==> src/rtl/alu_pkg.sv <==
// Shared constants for the iterative ALU: opcodes, FSM state encoding and flag bit positions.
package alu_pkg;

  localparam logic [2:0] OP_AND = 3'b000;
  localparam logic [2:0] OP_SLT = 3'b001;
  localparam logic [2:0] OP_OR  = 3'b010;
  localparam logic [2:0] OP_XOR = 3'b011;
  localparam logic [2:0] OP_ADD = 3'b100;
  localparam logic [2:0] OP_SUB = 3'b101;
  localparam logic [2:0] OP_SRA = 3'b110;
  localparam logic [2:0] OP_SLL = 3'b111;

  typedef enum logic {
    S_IDLE  = 1'b0,
    S_SHIFT = 1'b1
  } state_t;

  localparam int unsigned FLAG_C = 0;
  localparam int unsigned FLAG_V = 1;
  localparam int unsigned FLAG_Z = 2;
  localparam int unsigned FLAG_W = 3;

endpackage

==> src/rtl/alu_addsub.sv <==
// Combinational WIDTH-bit adder with optional B inversion and carry-in; shared by ADD, SUB and SLT.
module alu_addsub #(
  parameter int unsigned WIDTH = 16
) (
  input  logic [WIDTH-1:0] a,
  input  logic [WIDTH-1:0] b,
  input  logic             inv_b,
  input  logic             cin,
  output logic [WIDTH-1:0] sum,
  output logic             carry,
  output logic             overflow
);

  logic [WIDTH-1:0] b_eff;

  assign b_eff = inv_b ? ~b : b;
  assign {carry, sum} = {1'b0, a} + {1'b0, b_eff} + (WIDTH+1)'(cin);
  // Same-sign operands producing an opposite-sign sum.
  assign overflow = (a[WIDTH-1] == b_eff[WIDTH-1]) && (sum[WIDTH-1] != a[WIDTH-1]);

endmodule

==> src/rtl/alu_iter.sv <==
// Registered ALU with Start/Done handshake; shifts iterate one bit per clock
// unless ALU_FASTSHIFT_EN is defined, which selects a single-cycle barrel shifter.
module alu_iter
  import alu_pkg::*;
#(
  parameter int unsigned WIDTH = 16
) (
  input  logic             Clock,
  input  logic             Reset,
  input  logic             Start,
  input  logic [2:0]       Op,
  input  logic [WIDTH-1:0] A,
  input  logic [WIDTH-1:0] B,
  output logic             Busy,
  output logic             Done,
  output logic [WIDTH-1:0] Result,
  output logic             CarryOut,
  output logic             Overflow,
  output logic             Zero
);

  localparam int unsigned SHW = $clog2(WIDTH);

  state_t            state;
  logic [WIDTH-1:0]  work;
  logic [SHW-1:0]    cnt;
  logic              sra_q;
  logic [FLAG_W-1:0] flags;

  logic [SHW-1:0]    amt;
  logic              sub;
  logic [WIDTH-1:0]  sum;
  logic              cy;
  logic              ov;
  logic [WIDTH-1:0]  res;
  logic              res_cy;
  logic              res_ov;
  logic              shift_start;
  logic [WIDTH-1:0]  work_next;

  assign amt = B[SHW-1:0];
  assign sub = (Op == OP_SUB) || (Op == OP_SLT);

  alu_addsub #(.WIDTH(WIDTH)) u_addsub (
    .a        (A),
    .b        (B),
    .inv_b    (sub),
    .cin      (sub),
    .sum      (sum),
    .carry    (cy),
    .overflow (ov)
  );

  // Single-cycle result; shifts by a non-zero amount hand off to the iterator.
  always_comb begin
    res         = '0;
    res_cy      = 1'b0;
    res_ov      = 1'b0;
    shift_start = 1'b0;
    case (Op)
      OP_AND: res = A & B;
      OP_OR:  res = A | B;
      OP_XOR: res = A ^ B;
      OP_ADD, OP_SUB: begin
        res    = sum;
        res_cy = cy;
        res_ov = ov;
      end
      OP_SLT: res = WIDTH'(sum[WIDTH-1] ^ ov);
`ifdef ALU_FASTSHIFT_EN
      OP_SRA: res = WIDTH'($signed(A) >>> amt);
      OP_SLL: res = A << amt;
`else
      OP_SRA, OP_SLL: begin
        res         = A;
        shift_start = (amt != '0);
      end
`endif
      default: res = '0;
    endcase
  end

  assign work_next = sra_q ? {work[WIDTH-1], work[WIDTH-1:1]} : {work[WIDTH-2:0], 1'b0};

  assign CarryOut = flags[FLAG_C];
  assign Overflow = flags[FLAG_V];
  assign Zero     = flags[FLAG_Z];

  always_ff @(posedge Clock or posedge Reset) begin
    if (Reset) begin
      state         <= S_IDLE;
      work          <= '0;
      cnt           <= '0;
      sra_q         <= 1'b0;
      Busy          <= 1'b0;
      Done          <= 1'b0;
      Result        <= '0;
      flags         <= '0;
      flags[FLAG_Z] <= 1'b1;
    end else begin
      Done <= 1'b0;
      case (state)
        S_IDLE: begin
          if (Start) begin
            if (shift_start) begin
              work  <= A;
              cnt   <= amt;
              sra_q <= (Op == OP_SRA);
              Busy  <= 1'b1;
              state <= S_SHIFT;
            end else begin
              Result        <= res;
              flags[FLAG_C] <= res_cy;
              flags[FLAG_V] <= res_ov;
              flags[FLAG_Z] <= (res == '0);
              Done          <= 1'b1;
            end
          end
        end
        S_SHIFT: begin
          work <= work_next;
          cnt  <= cnt - SHW'(1);
          if (cnt == SHW'(1)) begin
            Result        <= work_next;
            flags[FLAG_C] <= 1'b0;
            flags[FLAG_V] <= 1'b0;
            flags[FLAG_Z] <= (work_next == '0);
            Busy          <= 1'b0;
            Done          <= 1'b1;
            state         <= S_IDLE;
          end
        end
      endcase
    end
  end

endmodule

==> config.mk <==
export PLATFORM = sky130hd
export DESIGN_NAME = alu_iter
export DESIGN_NICKNAME = d
export VERILOG_FILES = /design/src/rtl/alu_pkg.sv /design/src/rtl/alu_addsub.sv /design/src/rtl/alu_iter.sv
export SDC_FILE = /design/constraint.sdc
export NUM_CORES = 1
export LEC_CHECK = 0
export BUFFER_PORTS_ARGS = -buffer_cell sky130_fd_sc_hd__buf_2
export CAP_MARGIN = 20
export CORE_MARGIN = 2
export CORE_UTILIZATION = 45
export DETAILED_ROUTE_END_ITERATION = 8
export SETUP_SLACK_MARGIN = 0.4
export SYNTH_ARGS = -nofsm -noshare
export SYNTH_HDL_FRONTEND = slang
export SYNTH_SLANG_ARGS = --single-unit
export TNS_END_PERCENT = 5
==> constraint.sdc <==
create_clock -name Clock -period 4.7 [get_ports Clock]
set_input_delay 0.47 -clock Clock [delete_from_list [all_inputs] [get_ports Clock]]
set_output_delay 0.47 -clock Clock [all_outputs]
set_load 0.005 [all_outputs]
==> Word level (Yosys, flattened, before mapping) <==
Cells that the tools add are included.
{ "word_totals": {"output_inout_bits": 21, "inputBits": 38, "regBits": 43, "elab_cells": 75} }
{ "op_classes": {"n_addsub": 3, "n_reduce_logical": 12, "eq_ne": 14, "n_bitwise": 6, "n_mux": 32} }
{ "op_table": {"columns": ["op", "n"], "rows": [
  ["$mux W16", 7],
  ["$pmux W16 S6", 1],
  ["$pmux W16 S2", 2],
  ["$logic_not A16 Y1", 2],
  ["$add A16 B16 Y17", 1],
  ["$add A17 B1 Y17", 1],
  ["$and A16 B16 Y16", 1],
  ["$not A16 Y16", 1],
  ["$or A16 B16 Y16", 1],
  ["$xor A16 B16 Y16", 1],
  ["$eq A3 B3 Y1 const B", 4],
  ["$mux W1", 12],
  ["$mux W3", 3],
  ["$reduce_and A3 Y1", 3],
  ["$mux W4", 2],
  ["$pmux W4 S2", 1],
  ["$eq A3 B2 Y1 const B", 2],
  ["$ne A2 B2 Y1 const B", 3],
  ["$pmux W1 S2", 3],
  ["$pmux W3 S2", 1],
  ["$eq A4 B1 Y1 const B", 1],
  ["$reduce_bool A4 Y1", 1],
  ["$reduce_or A2 Y1", 2],
  ["$sub A4 B1 Y4 const B", 1],
  ["10 further kinds", 10]
]} }

==> Longest topological paths before layout <==
{ "logic_depth": {"depth_word": 13, "ltp_mapped": 15, "depth_no_buf": 11} }

==> By module <==
From an unflattened synthesis, not the netlist that was laid out.
{ "hier_totals": {"cells_unflattened": 586, "area_unflattened_um2": 4733.3} }
{ "modules_own_cells": {"columns": ["mod", "n_inst", "cells_each", "seq_area_each_um2", "area_each_um2"], "rows": [
  ["alu_iter", 1, 438, 1077.3, 3612.2],
  ["alu_addsub", 1, 148, 0.0, 1121.1]
]} }

==> Worst setup path after synthesis <==
OpenSTA, ideal clock, no wires.
{ "synth_path": {"path_kind": "input port to flip-flop", "from": "in Op[1]", "to": "reg Result[14]", "stages": 15, "setup_ns": 0.065, "n_path_buf": 4, "required_ns": 4.635, "arrival_time_ns": 3.828, "setup_slack_ns": 0.807, "cell_sequence": "clkbuf_1 > buf_2 > nand2b_1 > clkbuf_1 > buf_2 > o21ai_0 > fa_1 > a211oi_1 > o211a_1 > o211ai_1 > a41oi_1 > xnor2_1 > a21oi_1 > o311ai_0 > o21a_1"} }
{ "synth_via": {"elab_chain_len": 9, "elab_cells_between_ends": 21, "classes_between": "add/sub (2); eq/ne (8); mux (6); reduce/logical (5)"} }
{ "synth_lines": {"columns": ["item", "line", "rtl"], "rows": [
  ["start: declaration", "alu_iter.sv:11", "input logic [2:0] Op,"],
  ["$eq A3 B3 Y1 / $eq A3 B1 Y1 (equally long branches)", "alu_iter.sv:42, alu_iter.sv:60", null],
  ["$logic_or A1 B1 Y1", "alu_iter.sv:42", "assign sub = (Op == OP_SUB) || (Op == OP_SLT);"],
  ["$mux W16", "alu_addsub.sv:16", "assign b_eff = inv_b ? ~b : b;"],
  ["$add A16 B16 Y17", "alu_addsub.sv:17", "assign {carry, sum} = {1'b0, a} + {1'b0, b_eff} + (WIDTH+1)'(cin);"],
  ["$add A17 B1 Y17", "alu_addsub.sv:17", null],
  ["$pmux W16 S6", "alu_iter.sv:60", "case (Op)"],
  ["$mux W16", "alu_iter.sv:105", "if (shift_start) begin"],
  ["$mux W16", "alu_iter.sv:104", "if (Start) begin"],
  ["$pmux W16 S2", "alu_iter.sv:102", "case (state)"],
  ["end signal: assignment", "alu_iter.sv:112", "Result <= res;"],
  ["end signal: assignment", "alu_iter.sv:124", "Result <= work_next;"],
  ["end: declaration", "alu_iter.sv:16", "output logic [WIDTH-1:0] Result,"]
]} }
Several ways; a longest one is shown, not always the timed one. The select of a mux whose other input is x is not followed.
A chain may end at the register's enable or synchronous reset.

==> Final worst setup path <==
{ "layout_path": {"from": "in Op[1]", "to": "reg flags[2]"} }
{ "layout_via": {"elab_chain_len": 13, "elab_cells_between_ends": 26, "classes_between": "add/sub (2); eq/ne (10); mux (6); bitwise (1); reduce/logical (7)"} }
{ "layout_lines": {"columns": ["item", "line", "rtl"], "rows": [
  ["$eq A3 B3 Y1 / $eq A3 B1 Y1 (equally long branches)", "alu_iter.sv:42, alu_iter.sv:60", null],
  ["$logic_or A1 B1 Y1", "alu_iter.sv:42", null],
  ["$mux W16", "alu_addsub.sv:16", null],
  ["$add A16 B16 Y17", "alu_addsub.sv:17", null],
  ["$add A17 B1 Y17", "alu_addsub.sv:17", null],
  ["$ne A1 B1 Y1", "alu_addsub.sv:19", "assign overflow = (a[WIDTH-1] == b_eff[WIDTH-1]) && (sum[WIDTH-1] != a[WIDTH-1]);"],
  ["$logic_and A1 B1 Y1", "alu_addsub.sv:19", null],
  ["$xor A1 B1 Y1", "alu_iter.sv:69", "OP_SLT: res = WIDTH'(sum[WIDTH-1] ^ ov);"],
  ["$pmux W16 S6", "alu_iter.sv:60", null],
  ["$logic_not A16 Y1", "alu_iter.sv:115", "flags[FLAG_Z] <= (res == '0);"],
  ["$mux W3", "alu_iter.sv:105", null],
  ["$mux W3", "alu_iter.sv:104", null],
  ["$pmux W3 S2", "alu_iter.sv:102", null],
  ["end signal: indexed assignment", "alu_iter.sv:113", "flags[FLAG_C] <= res_cy;"],
  ["end signal: indexed assignment", "alu_iter.sv:114", "flags[FLAG_V] <= res_ov;"],
  ["end signal: indexed assignment", "alu_iter.sv:115", null],
  ["end: declaration", "alu_iter.sv:28", "logic [FLAG_W-1:0] flags;"]
]} }
Several ways; a longest one is shown, not always the timed one. The select of a mux whose other input is x is not followed.

==> flow_summary_export.csv <==
group,metric,value,unit
place,gp_congestion,0.953,
clock_tree,clkTransAtPathRegs,0.08,ns
clock_tree,ctsResizeCount,0,
grt,antenna_found_initial,0,
routing,totalWireLength,12300,um
clock_tree,cts_tree,"yes",
cells_and_area,n_antenna_cell,0,
die,initial_core_util,46.9,%
timing,period_minus_slack,3.21,ns
clock_tree,clock_latency,0.29,ns
grt,grt_pass1_wl,19900,um
grt,grt_pass1_vias,3803,
logic_synthesis,synthFlopType,"dfrtp_1",
timing,worstMarginPinSlew,0.875,ns
timing,rsz0062_at_grt,"no",
place,numPortBuffers,58,
routing,drt_iter0_markers,207,
logic_synthesis,syn-cell-area,4370,sq um
worst_setup_path,path_max_fanout,14,
clock_tree,post_cts_buffers,0,
logic_synthesis,syn_inst,549,
timing,setup_tns,0,ns
clock_tree,cts_hold_buf,0,
cells_and_area,fin_area,4840,sq um
routing,vias,4088,
clock_tree,clk_path_buf_depth,2,
logic_synthesis,synth_cell_types,62,
timing,slew_violations,0,
timing,hold_viol_final,0,
run,cap_viol_max_count,0,
routing,dr.pass1.iters,5,
worst_setup_path,critPathKind,"in2reg",
power,leakagePower,2.29,nW
clock_tree,numCtsBuffers,5,
power,ir_worst_vdd,171,uV
grt,grt_remaining_overflow,0,
place,place_area,4750,sq um
timing,clock.fmax,311,MHz
cells_and_area,drive_gt1_share,15.3,%
cells_and_area,layout.nets,681,
die,die_area,10500,sq um
logic_synthesis,yosysSeqAreaShare,24.6,%
logic_synthesis,synth-seq-cells,43,
power,powerDensity,390,nW/um^2
logic_synthesis,synth_warnings,0,
cells_and_area,area_growth,10.6,%
cells_and_area,multiInputGateArea,2970,sq um
logic_synthesis,yosysTopAreaCell,"dfrtp_1",
grt,grt_max_degree,46,
timing,max_slew_margin,41.5,%
place,hpwl,9480,um
logic_synthesis,syn_nets,640,
worst_setup_path,required,4.92,ns
cells_and_area,area.sequential,1080,sq um
status,outcome,"completed",
timing,min_period_over_period,68.3,%
logic_synthesis,postSynth.asyncResetShare,100,%
die,die_x,103,um
grt,grt_usage,24.0,%
clock_tree,root_buffer,"clkbuf_8",
die,ioPinCount,59,
routing,wl_per_cell,17.1,um
clock_tree,h-tree-depth,2,
die,rows,35,
cells_and_area,fill_cells,955,
worst_hold_path,hp-class,"in2async",
logic_synthesis,synth.area.top_cells,"dfrtp_1 24%, ha_1 15%, a21oi_1 5.7%",
die,die_h,103,um
timing,setup_viol,0,
worst_setup_path,cp-start-kind,"input port",
logic_synthesis,synth_top_area_share,24.0,%
routing,post-route-drc-count,0,
logic_synthesis,synth_edf_count,0,
cells_and_area,final_util,51.8,%
timing,clock_skew,0.0112,ns
worst_setup_path,worst-endpoint-arrival,3.44,ns
logic_synthesis,avgSynthCellArea,7.96,sq um
clock_tree,clock-sinks,43,
routing,routed_via_density,5.69,
cells_and_area,mostFrequentLayoutCell,"buf_2",
routing,postRouteAntennaNets,0,
worst_setup_path,cp-end-kind,"flop",
cells_and_area,final_cell_mix,"58 x buf_2, 52 x ha_1, 50 x a21oi_1, 49 x inv_1, 47 x nor2_1",
die,core,9330,sq um
kinds of logic (layout without fill, tap and decap cells):
logic type | Yosys count | in the layout | share of synthesized area (%)
AOI/OAI and AO/OA | 175 | 175 | 26.3
xor gates and xnor gates | 25 | 25 | 5.01
adders and majority gates | 53 | 53 | 15.3
buffers and inverters | 83 | 124 | 7.38
DFF | 43 | 43 | 24.6
muxes | 23 | 23 | 5.52
and+or+nand+nor | 147 | 147 | 15.8
final cells by class:
type                    count  area share, %
multi-input cells         423           61.4
flip-flops and latches     43           22.3
repair buffers             65           7.09
inverters                  52           4.04
well taps                 129           3.34
clock buffers               6           1.71
clock inverters             1          0.103
cell usage after synthesis, types with 13 or more instances:
| library cell | count |
|---|---|
| xnor2_1 | 22 |
| ha_1 | 52 |
| o211ai_1 | 15 |
| a21oi_1 | 50 |
| mux2i_1 | 14 |
| dfrtp_1 | 42 |
| a211oi_1 | 13 |
| nand2_1 | 45 |
| clkbuf_1 | 22 |
| o21ai_0 | 30 |
| nor2_1 | 47 |
| inv_1 | 50 |
per-stage QoR:
stage | total power, mW | hold slack (ns) | setup slack, ns | instances
finish | 1.89 | 0.282 | 1.49 | 719
detailed placement | 1.66 | 0.466 | 1.20 | 712
CTS | 1.89 | 0.309 | 1.49 | 719
global route | 2.06 | 0.343 | 1.27 | 719
floorplan | 1.35 | 0.463 | 0.807 | 549
global placement | 1.63 | 0.447 | 1.30 | 712
state kept, by name, indices dropped and copies added (netlist names):
register / cells
work: 16
state: 1
Done: 1
Busy: 1
flags: 3
sra_q: 1
cnt: 4
Result: 16
per-layer routing:
metal	routed length (um)	part of all wire (%)	track usage, %
met5	0	0	0
met3	497	4.0	1.42
met4	129	1.1	4.31
met1	6160	50	36.7
met2	5490	45	37.8
worst paths after layout:
path / startpoint / to / slack [ns] / cells after the start
worst min register to register: Busy$_DFFE_PP0P_ / Busy$_DFFE_PP0P_ / 0.48 / 1
min in group Clock: Busy$_DFFE_PP0P_ / Busy$_DFFE_PP0P_ / 0.48 / 1
max in group asynchronous: Reset / flags[2]$_DFFE_PP1P_ / 4.03 / 3
worst min-delay path: Reset / cnt[2]$_DFFE_PP0P_ / 0.28 / 3
worst max register to register: cnt[1]$_DFFE_PP0P_ / flags[2]$_DFFE_PP1P_ / 2.06 / 9
worst max-delay path: Op[1] / flags[2]$_DFFE_PP1P_ / 1.49 / 13
worst max-delay path, cell delays in order:
cell and delay (ns):
buf_2 0.10, nand2b_1 0.24, buf_4 0.27, xnor2_1 0.15, ha_1 0.39, o21ai_1 0.11
a211oi_2 0.27, o31ai_1 0.15, nor3_1 0.37, o32ai_1 0.22, a2111oi_2 0.38, nand4b_1 0.14
o21ai_1 0.16
power by group:
part           switching, mW  internal (mW)  leakage (nW)  total (mW)
registers              0.149          0.536         0.519       0.685
clock network          0.117          0.115        0.0470       0.233
logic                  0.538          0.430          1.72       0.969
No activity file was read; power rests on OpenSTA's default activity.
